$ cat src/rtl/noaa_sample_feeder.sv
// noaa_sample_feeder: sample FIFO plus held-result register for NOAA_module.
// Upstream words are buffered in a circular FIFO and presented on TN/MODE in
// response to SAMPLE. AVG_SD is captured on DONE into a valid/ack register.
// Build option: define NOAA_FEEDER_STATS_EN to include the window counter
// (RES_COUNT) and the sticky UNDERRUN/OVERRUN flags; otherwise they read 0.
module noaa_sample_feeder #(
  parameter int DEPTH = 8,
  parameter int TN_W  = 12
) (
  input  logic            CLK,
  input  logic            RESET,
  input  logic            IN_VALID,
  output logic            IN_READY,
  input  logic [TN_W-1:0] IN_TN,
  input  logic            IN_MODE,
  input  logic            SAMPLE,
  output logic [TN_W-1:0] TN,
  output logic            MODE,
  output logic            HEAD_VALID,
  input  logic            DONE,
  input  logic [TN_W-1:0] AVG_SD,
  output logic            RES_VALID,
  input  logic            RES_ACK,
  output logic [TN_W-1:0] RES_DATA,
  output logic            RES_MODE,
  output logic [7:0]      RES_COUNT,
  output logic            UNDERRUN,
  output logic            OVERRUN
);
  localparam int AW = $clog2(DEPTH);
  localparam int PW = AW + 1;

  typedef struct packed {
    logic            mode;
    logic [TN_W-1:0] tn;
  } entry_t;

  typedef enum logic {S_EMPTY, S_HELD} res_state_e;

  entry_t          mem_q [DEPTH];
  logic [PW-1:0]   wptr_q, rptr_q, rptr_nx;
  logic            full, empty, push, pop, nxt_avail;
  entry_t          head_q, head_d;
  logic            head_vld_q, head_vld_d;
  res_state_e      state_q, state_d;
  logic            capture;
  logic [TN_W-1:0] res_data_q;
  logic            res_mode_q, last_mode_q;

  // Extra pointer MSB distinguishes full from empty when the low bits match.
  assign empty     = (wptr_q == rptr_q);
  assign full      = (wptr_q[AW] != rptr_q[AW]) && (wptr_q[AW-1:0] == rptr_q[AW-1:0]);
  assign IN_READY  = !RESET && !full;
  assign push      = IN_VALID && IN_READY;
  assign pop       = SAMPLE && head_vld_q;
  assign rptr_nx   = rptr_q + PW'(1);
  // The entry behind the head must already be stored; a same-edge push is not bypassed.
  assign nxt_avail = (rptr_nx != wptr_q);

  assign TN         = head_q.tn;
  assign MODE       = head_q.mode;
  assign HEAD_VALID = head_vld_q;
  assign RES_VALID  = (state_q == S_HELD);
  assign RES_DATA   = res_data_q;
  assign RES_MODE   = res_mode_q;

  // FIFO storage write; contents need no reset since pointers gate visibility.
  always_ff @(posedge CLK) begin
    if (push) mem_q[wptr_q[AW-1:0]] <= {IN_MODE, IN_TN};
  end

  // Head register: advance on pop, or fetch the head once the FIFO goes non-empty.
  always_comb begin
    head_d     = head_q;
    head_vld_d = head_vld_q;
    if (pop) begin
      if (nxt_avail) begin
        head_d     = mem_q[rptr_nx[AW-1:0]];
        head_vld_d = 1'b1;
      end else begin
        head_vld_d = 1'b0;
      end
    end else if (!head_vld_q && !empty) begin
      head_d     = mem_q[rptr_q[AW-1:0]];
      head_vld_d = 1'b1;
    end
  end

  // Pointers and head presentation registers.
  always_ff @(posedge CLK) begin
    if (RESET) begin
      wptr_q     <= '0;
      rptr_q     <= '0;
      head_q     <= '0;
      head_vld_q <= 1'b0;
    end else begin
      if (push) wptr_q <= wptr_q + PW'(1);
      if (pop)  rptr_q <= rptr_nx;
      head_q     <= head_d;
      head_vld_q <= head_vld_d;
    end
  end

  // Result FSM next state: DONE always captures; a lone ack releases the result.
  always_comb begin
    state_d = state_q;
    capture = 1'b0;
    case (state_q)
      S_EMPTY: if (DONE) begin
        capture = 1'b1;
        state_d = S_HELD;
      end
      S_HELD: if (DONE) begin
        capture = 1'b1;
      end else if (RES_ACK) begin
        state_d = S_EMPTY;
      end
      default: state_d = S_EMPTY;
    endcase
  end

  // Result FSM state register.
  always_ff @(posedge CLK) begin
    if (RESET) state_q <= S_EMPTY;
    else       state_q <= state_d;
  end

  // Result data; RES_MODE is the mode of the most recent consumed word, same-edge pop included.
  always_ff @(posedge CLK) begin
    if (RESET) begin
      res_data_q  <= '0;
      res_mode_q  <= 1'b0;
      last_mode_q <= 1'b0;
    end else begin
      if (pop) last_mode_q <= head_q.mode;
      if (capture) begin
        res_data_q <= AVG_SD;
        res_mode_q <= pop ? head_q.mode : last_mode_q;
      end
    end
  end

`ifdef NOAA_FEEDER_STATS_EN
  logic [7:0] cnt_q, cnt_inc, res_count_q;
  logic       underrun_q, overrun_q;

  // A pop in the DONE cycle belongs to the closing window.
  assign cnt_inc   = (pop && cnt_q != 8'hFF) ? cnt_q + 8'd1 : cnt_q;
  assign RES_COUNT = res_count_q;
  assign UNDERRUN  = underrun_q;
  assign OVERRUN   = overrun_q;

  // Window counter and sticky error flags.
  always_ff @(posedge CLK) begin
    if (RESET) begin
      cnt_q       <= '0;
      res_count_q <= '0;
      underrun_q  <= 1'b0;
      overrun_q   <= 1'b0;
    end else begin
      if (DONE) begin
        res_count_q <= cnt_inc;
        cnt_q       <= '0;
      end else begin
        cnt_q <= cnt_inc;
      end
      if (SAMPLE && !head_vld_q) underrun_q <= 1'b1;
      if (DONE && RES_VALID && !RES_ACK) overrun_q <= 1'b1;
    end
  end
`else
  assign RES_COUNT = '0;
  assign UNDERRUN  = 1'b0;
  assign OVERRUN   = 1'b0;
`endif

endmodule

$ cat config.mk
export PLATFORM = sky130hd
export DESIGN_NAME = noaa_sample_feeder
export DESIGN_NICKNAME = d
export VERILOG_FILES = /design/src/rtl/noaa_sample_feeder.sv
export SDC_FILE = /design/constraint.sdc
export NUM_CORES = 1
export LEC_CHECK = 0
export BUFFER_PORTS_ARGS = -buffer_cell sky130_fd_sc_hd__buf_2
export CAP_MARGIN = 10
export CORE_UTILIZATION = 59
export DETAILED_ROUTE_END_ITERATION = 8
export MAX_ROUTING_LAYER = met4
export PLACE_DENSITY = 0.8
export SLEW_MARGIN = 20
export SYNTH_ARGS = -nofsm -noshare
export SYNTH_HDL_FRONTEND = slang
export SYNTH_SLANG_ARGS = --single-unit
$ cat constraint.sdc
create_clock -name CLK -period 7.9 [get_ports CLK]
set_clock_uncertainty 0.1 [all_clocks]
set_input_delay 0.79 -clock CLK [delete_from_list [all_inputs] [get_ports CLK]]
set_output_delay 0.79 -clock CLK [all_outputs]
set_load 0.02 [all_outputs]
==> summary.txt, run 1 <==
Run status
  • Outcome: finished clean

Clock tree
  • Source-to-sink clock delay at the later pin of the worst-skew pair: 520 ps
  • TritonCTS Sinks: 144
  • Maximum buffer depth of the clock tree: 2
  • Post-cts repair resize count: 0
  • H-tree Lvls: 4
  • Clock transition at path regs: 60 ps
  • Number of buffers inserted during clock tree synthesis: 17
  • TritonCTS clock tree: yes
  • # Post-CTS Setup Buffers: 0
  • Post-CTS Hold Buffers: 0
  • Buffer type at the clock tree root: sky130_fd_sc_hd__clkbuf_8

Placement
  • Global placement routability congestion: 0.784
  • Half-perimeter wire length after detailed placement: 8.12 mm
  • Port Buf Inserts: 59
  • Pre-CTS setup slack: 4610 ps

Logic synthesis
  • Compound-Gate Fraction of Synth Area: 10.3%
  • Area share of fa/ha/maj cells after synthesis: 0.378%
  • Proportion of register bits with asynchronous set or reset after synthesis: 0%
  • Post-synthesis mux area share: 16.7%
  • Count of flip-flops with a built-in enable after synthesis: 104
  • Largest area contributor in the synthesized netlist: sky130_fd_sc_hd__edfxtp_1
  • Mean Syn Cell Area: 13.8 um^2
  • Synth cell types: 38
  • Fraction of the mapped netlist area in simple logic gates: 6.74%
  • Leading cell types by total area after synthesis: sky130_fd_sc_hd__edfxtp_1 (47%), sky130_fd_sc_hd__dfxtp_1 (12%), sky130_fd_sc_hd__mux4_2 (8.8%)
  • Combinational family with the most area after synthesis: multiplexers
  • Share of the yosys chip area belonging to registers: 59.2%
  • Leading register cell type out of synthesis: sky130_fd_sc_hd__edfxtp_1
  • Most numerous cell types in the synthesized netlist: sky130_fd_sc_hd__edfxtp_1 (104), sky130_fd_sc_hd__mux2i_1 (52), sky130_fd_sc_hd__dfxtp_1 (40)
  • Flip-flop and latch count after synthesis: 144
  • Synth Cell Area: 0.00662 mm^2
  • Post-synthesis xor/xnor area fraction: 1.96%
  • Count of warnings emitted by yosys: 0
  • Most common cell in the synthesized netlist: sky130_fd_sc_hd__edfxtp_1
  • Count of mapped cells out of synthesis: 481
  • Area fraction of the dominant cell type after synthesis: 47.2%

Global route
  • Antenna violations before repair: 0
  • Residual overflow from global routing: 0
  • Most crowded layer after global routing: met2
  • First-pass GRT wire length: 20.9 mm
  • Met2 demand-to-capacity share in global routing: 38.4%
  • GRT met3 Usage: 6.21%
  • Met1 layer usage reported by global route: 33.2%
  • Largest net degree at the start of global routing: 80
  • Via count of the first global-routing pass: 3,945
  • Global router's overall resource usage: 25.8%

STA
  • Final period utilization: 38.1%
  • Worst Setup Slack, final: 4890 ps
  • Fmax: 0.332 GHz
  • Max-slew violation count: 0
  • Setup repair after global routing missed its margin: no
  • Setup violators final: 0
  • Max-slew headroom: 34.9%
  • Fin crit period: 3010 ps
  • Total Negative Setup Slacks: 0 ps
  • Least-Margin Pin Slew: 976 ps
  • Count of endpoints failing hold in the final timing report: 0

Power
  • Lkg Pwr: 2.58 nW
  • Power per Cell Area: 250 mW/mm^2
  • Largest vdd supply drop: 0.000160 V

Worst hold path
  • Class of the tightest hold or removal check: flop to flop

Die
  • Io pins: 70
  • Starting density of the core: 60.8%
  • Die Ht: 108 um
  • Die Footprint: 0.0117 mm^2
  • Core outline area: 0.0109 mm^2
  • Die X: 108 um
  • Row count: 38

Detailed routing
  • Routed via count: 4,215
  • Average routed wire per standard cell: 20.1 um
  • Number of optimization iterations in the first detailed-route pass: 5
  • Iter 0 DRT Violations: 376
  • Via/cell ratio: 6.18
  • Detailed Route WL: 13.7 mm
  • Final ANT Viol Nets: 0
  • DRC Markers: 0

Cells and area
  • Final #Nets: 562
  • Ratio of cells with drive above 1 in the final layout: 26.9%
  • N_diodes: 0
  • Fill cell total of the finished layout: 746
  • Area growth from synthesis to final layout: 14.1%

Worst setup path
  • Worst-path cell chain: xnor2_1 -> a41oi_1 -> nand2_1 -> nor4_2 -> buf_4
  • Peak per-stage delay on the critical path: 730 ps
  • Nature of the critical path endpoint: flop
  • Critical path startpoint category: flop
  • Maximum fanout along the worst path: 9
  • Arrival time of data at the critical path endpoint: 3140 ps
  • Endpoint required time on the critical path: 8030 ps
  • Type of the setup path with the least slack: flop to flop
  • Critical-path cell with the highest stage delay: sky130_fd_sc_hd__nor4_2

Flow run
  • Max_cap viols: 0
## cells in the final DEF, fill, tap and decap left out, drive strengths merged, types with 21 or more instances in the layout
master | netlist | layout
edfxtp | 104 | 104
buf | 23 | 71
mux2i | 52 | 52
dfxtp | 40 | 40
a31oi | 39 | 39
nor2 | 37 | 37
nor2b | 27 | 27
a2111oi | 26 | 26
mux4 | 26 | 26
clkbuf | 28 | 21
## critical path, delay by kind of cell, from the launching register on
kind / cells / cell delay (ps)
flip-flops: 1 / 590
buffers and inverters: 1 / 290
AND/OR/NAND/NOR: 2 / 1050
XOR/XNOR: 1 / 160
AO/OA/AOI/OAI: 1 / 510
## flip-flops by register name (all words and copies together), names as in the netlist, named ones only
| signal | count |
|---|---|
| wptr_q | 4 |
| RES_VALID | 1 |
| RES_DATA | 12 |
| mem_q | 104 |
| HEAD_VALID | 1 |
| RES_MODE | 1 |
| MODE | 1 |
| rptr_q | 4 |
| last_mode_q | 1 |
| TN | 12 |
## metrics by stage
step / instances / utilization (%) / area (um^2) / power (mW) / hold slack, ps
after floorplan: 490 / - / 6660 / 1.09 / 361
final: 682 / 69.4 / 7550 / 1.89 / 375
after detailed placement: 650 / 64.2 / 6990 / 1.16 / 368
after global placement: 650 / 64.2 / 6990 / 1.15 / 357
after CTS: 682 / 69.3 / 7550 / 1.90 / 377
after global routing: 682 / 69.4 / 7550 / 1.96 / 388
## worst paths after layout
path                                     to      start  slack (ps)  cells past startpoint
worst max-delay path            mem_q[0][2]  wptr_q[2]        4890                      5
worst min-delay path                  TN[3]      TN[3]         380                      2
worst max register to register  mem_q[0][2]  wptr_q[2]        4890                      5
worst min register to register        TN[3]      TN[3]         380                      2
## cells by family (layout without fill, tap and decap cells)
family,count (synthesis),count (layout)
DFF,144,144
and+or+nand+nor,90,90
AOI/OAI and AO/OA,87,87
muxes,78,78
buffers and inverters,65,117
xor gates and xnor gates,14,14
adders and majority gates,2,2
other,1,10
## cell type report
class / count / area (um^2) / share of cell area, %
Timing Repair Buffer: 71 / 385 / 5.10
Clock buffer: 21 / 439 / 5.81
Sequential cell: 144 / 3930 / 52.0
Clock inverter: 11 / 116 / 1.54
Inverter: 14 / 52.6 / 0.696
Tap cell: 140 / 175 / 2.32
Multi-Input combinational cell: 281 / 2460 / 32.6
## routing by layer
layer  up-vias  share of wire, %
met5         -                 0
met1      2024                41
met4         0               2.7
met3        33               8.9
li1       1937                 -
met2       221                47
## power breakdown
part	switching, mW	internal, mW	total (mW)
Sequential	0.0291	0.840	0.870
Clock	0.295	0.454	0.749
Combinational	0.160	0.112	0.273
No activity file was read; power rests on OpenSTA's default activity.
==> inputs of run 2 (changes only) <==
- CORE_UTILIZATION: 59 -> 53
- PLACE_DENSITY: 0.8 -> 0.76
- clock period: 7.9 -> 2.6 ns (I/O delays scaled with it)
==> summary.txt, run 2 (synthesis gave the netlist of run 1 again) <==
Detailed routing
  • Detailed Route WL: 14.1 mm (+2.7%)
  • Final ANT Viol Nets: 0 (unchanged)
  • Via/cell ratio: 5.79 (-6.3%)
  • Average routed wire per standard cell: 19.1 um (-5.2%)
  • Routed via count: 4,279 (+1.5%)
  • DRC Markers: 0 (unchanged)
  • Number of optimization iterations in the first detailed-route pass: 4 (-1)
  • Iter 0 DRT Violations: 299 (-20%)

STA
  • Total Negative Setup Slacks: 0 ps (unchanged)
  • Least-Margin Pin Slew: 512 ps (-463 ps)
  • Final period utilization: 90.2% (+52 points)
  • Worst-case hold slack: 13.9 ps (-361 ps)
  • Worst Setup Slack, final: 255 ps (-4640 ps)
  • Setup repair after global routing missed its margin: no
  • Setup violators final: 0 (unchanged)
  • Fmax: 0.426 GHz (+28%)
  • Max-slew headroom: 65.0% (+30 points)
  • Count of endpoints failing hold in the final timing report: 0 (unchanged)
  • Max-slew violation count: 0 (unchanged)
  • Fin crit period: 2350 ps (-664 ps)

Placement
  • Placement-stage cell area: 0.00721 mm^2 (+3.1%)
  • Global placement routability congestion: 0.829 (+5.8%)
  • Pre-CTS setup slack: 316 ps (-4300 ps)
  • Number of placed instances with taps included: 691 (+6.3%)
  • Half-perimeter wire length after detailed placement: 8.78 mm (+8.2%)
  • Port Buf Inserts: 59 (unchanged)

Clock tree
  • Clock transition at path regs: 60 ps (about the same)
  • TritonCTS Sinks: 144 (unchanged)
  • TritonCTS clock tree: yes
  • Source-to-sink clock delay at the later pin of the worst-skew pair: 420 ps (-100 ps)
  • H-tree Lvls: 4 (unchanged)
  • Number of buffers inserted during clock tree synthesis: 17 (unchanged)
  • Buffer type at the clock tree root: sky130_fd_sc_hd__clkbuf_16
  • Maximum buffer depth of the clock tree: 2 (unchanged)

Cells and area
  • Most common cell after layout, fill and taps aside: sky130_fd_sc_hd__edfxtp_1
  • N_diodes: 0 (unchanged)
  • Flip-flop count of the largest register after layout: 104 (unchanged)
  • Final #Nets: 591 (+5.2%)
  • Core utilization of the finished layout: 65.5% (-3.9 points)
  • Non-filler instance count after layout: 739 (+8.4%)
  • Post-route cell area: 0.00793 mm^2 (+5.0%)
  • Total area of multi-input combinational cells: 0.00249 mm^2 (+1.3%)
  • Area growth from synthesis to final layout: 19.7%
  • Ratio of cells with drive above 1 in the final layout: 27.7% (+0.73 points)
  • Sequential Area: 0.00393 mm^2 (unchanged)
  • Fill cell total of the finished layout: 864 (+16%)
  • Commonest non-fill, non-tap cells in the layout: sky130_fd_sc_hd__edfxtp_1 (104), sky130_fd_sc_hd__buf_2 (59), sky130_fd_sc_hd__mux2i_1 (52), sky130_fd_sc_hd__dfxtp_1 (39), sky130_fd_sc_hd__a31oi_1 (39)

Die
  • Die Ht: 114 um (+5.4%)
  • Starting density of the core: 54.7% (-6.1 points)
  • Io pins: 70 (unchanged)
  • Row count: 40 (+5.3%)
  • Core outline area: 0.0121 mm^2 (+11%)
  • Die Footprint: 0.0129 mm^2 (+11%)
  • Die X: 114 um (+5.4%)

Worst setup path
  • Logic depth of the worst register-to-register path: 7 (+2)
  • Endpoint required time on the critical path: 2790 ps (-5240 ps)
  • Sum of buffers and inverters on the critical path: 1 (unchanged)
  • Register-to-Register Setup Slack: 250 ps (-4640 ps)
  • Arrival time of data at the critical path endpoint: 2530 ps (-610 ps)
  • Critical-path cell with the highest stage delay: sky130_fd_sc_hd__ha_2
  • Critical path origin: rptr_q[1]
  • Count of cell instances traversed by the critical path: 7 (+2)
  • Gate family responsible for the most delay along the worst path: compound AO/OA/AOI/OAI gates
  • Type of the setup path with the least slack: flop to flop
  • Worst-path cell chain: ha_2 -> buf_12 -> nor2b_1 -> a2111oi_0 -> a31oi_1 -> a31oi_1 -> o22ai_2
  • R2r startpoint: rptr_q[1]
  • Critical path startpoint category: flop
  • Nature of the critical path endpoint: flop
  • Maximum fanout along the worst path: 49 (+40)
  • Most used cell, CP: sky130_fd_sc_hd__a31oi_1
  • Peak per-stage delay on the critical path: 410 ps (-320 ps)
  • CP Capture Point: TN[2]
  • Worst flop-to-flop path endpoint: TN[2]

Power
  • Overall power after layout: 5.81 mW (+210%)
  • Power per Cell Area: 733 mW/mm^2 (+190%)
  • Largest vdd supply drop: 0.000492 V (+210%)
  • Lkg Pwr: 2.74 nW (+6.2%)

Global route
  • Global router's overall resource usage: 23.8% (-2.0 points)
  • First-pass GRT wire length: 21.6 mm (+3.7%)
  • Residual overflow from global routing: 0 (unchanged)
  • Largest net degree at the start of global routing: 50 (-38%)
  • Via count of the first global-routing pass: 4,203 (+6.5%)
  • Antenna violations before repair: 0 (unchanged)

Worst hold path
  • Class of the tightest hold or removal check: input port to flop

Flow run
  • Max_cap viols: 0 (unchanged)

Run status
  • Outcome: finished clean
[run 2: cell count changes in the layout (fill, tap and decap cells not counted), sizes merged]
cell	delta
clkinv	+3
dlygate4sd3	+16
clkinvlp	-3
buf	+13
[run 2: timing repair]
item,4_1_cts,5_1_grt
hold endpoints to repair,39,0
gates resized for setup,0,0
hold buffers,16,0
endpoints found under the setup margin,0,0
setup buffers,0,0
[run 2: metal layers]
layer | vias up | part of all wire (%) | GRT usage, % | routed length [um]
li1 | 2000 | - | - | -
met1 | 2102 | 41 | 28.0 | 5770
met2 | 149 | 50 | 38.7 | 7110
met3 | 28 | 6.5 | 6.59 | 919
met4 | 0 | 2.0 | 10.1 | 287
met5 | - | 0 | - | 0
[run 2: how the worst min path moves through the flow]
stage	start	endpoint	slack (ps)	cells past startpoint
2_1_floorplan	IN_TN[0]	mem_q[0][0]	260	0
3_3_place_gp	TN[11]	TN[11]	360	2
3_5_place_dp	TN[11]	TN[11]	360	2
4_1_cts	IN_TN[1]	mem_q[3][1]	3	1
5_1_grt	IN_TN[1]	mem_q[3][1]	5	1
6_report	IN_TN[8]	mem_q[2][8]	10	1
[run 2: layout make-up]
cell class,instances,share of cell area [%]
Clock buffer,21,5.55
Clock inverter,11,1.47
Inverter,14,0.663
Multi-Input combinational cell,281,31.4
Sequential cell,144,49.5
Tap cell,168,2.65
Timing Repair Buffer,100,8.74
[run 2: power breakdown]
| part | internal, mW | switching [mW] | leakage (nW) |
|---|---|---|---|
| clock network | 1.40 | 0.873 | 0.270 |
| registers | 2.55 | 0.0471 | 1.27 |
| logic | 0.394 | 0.546 | 1.20 |
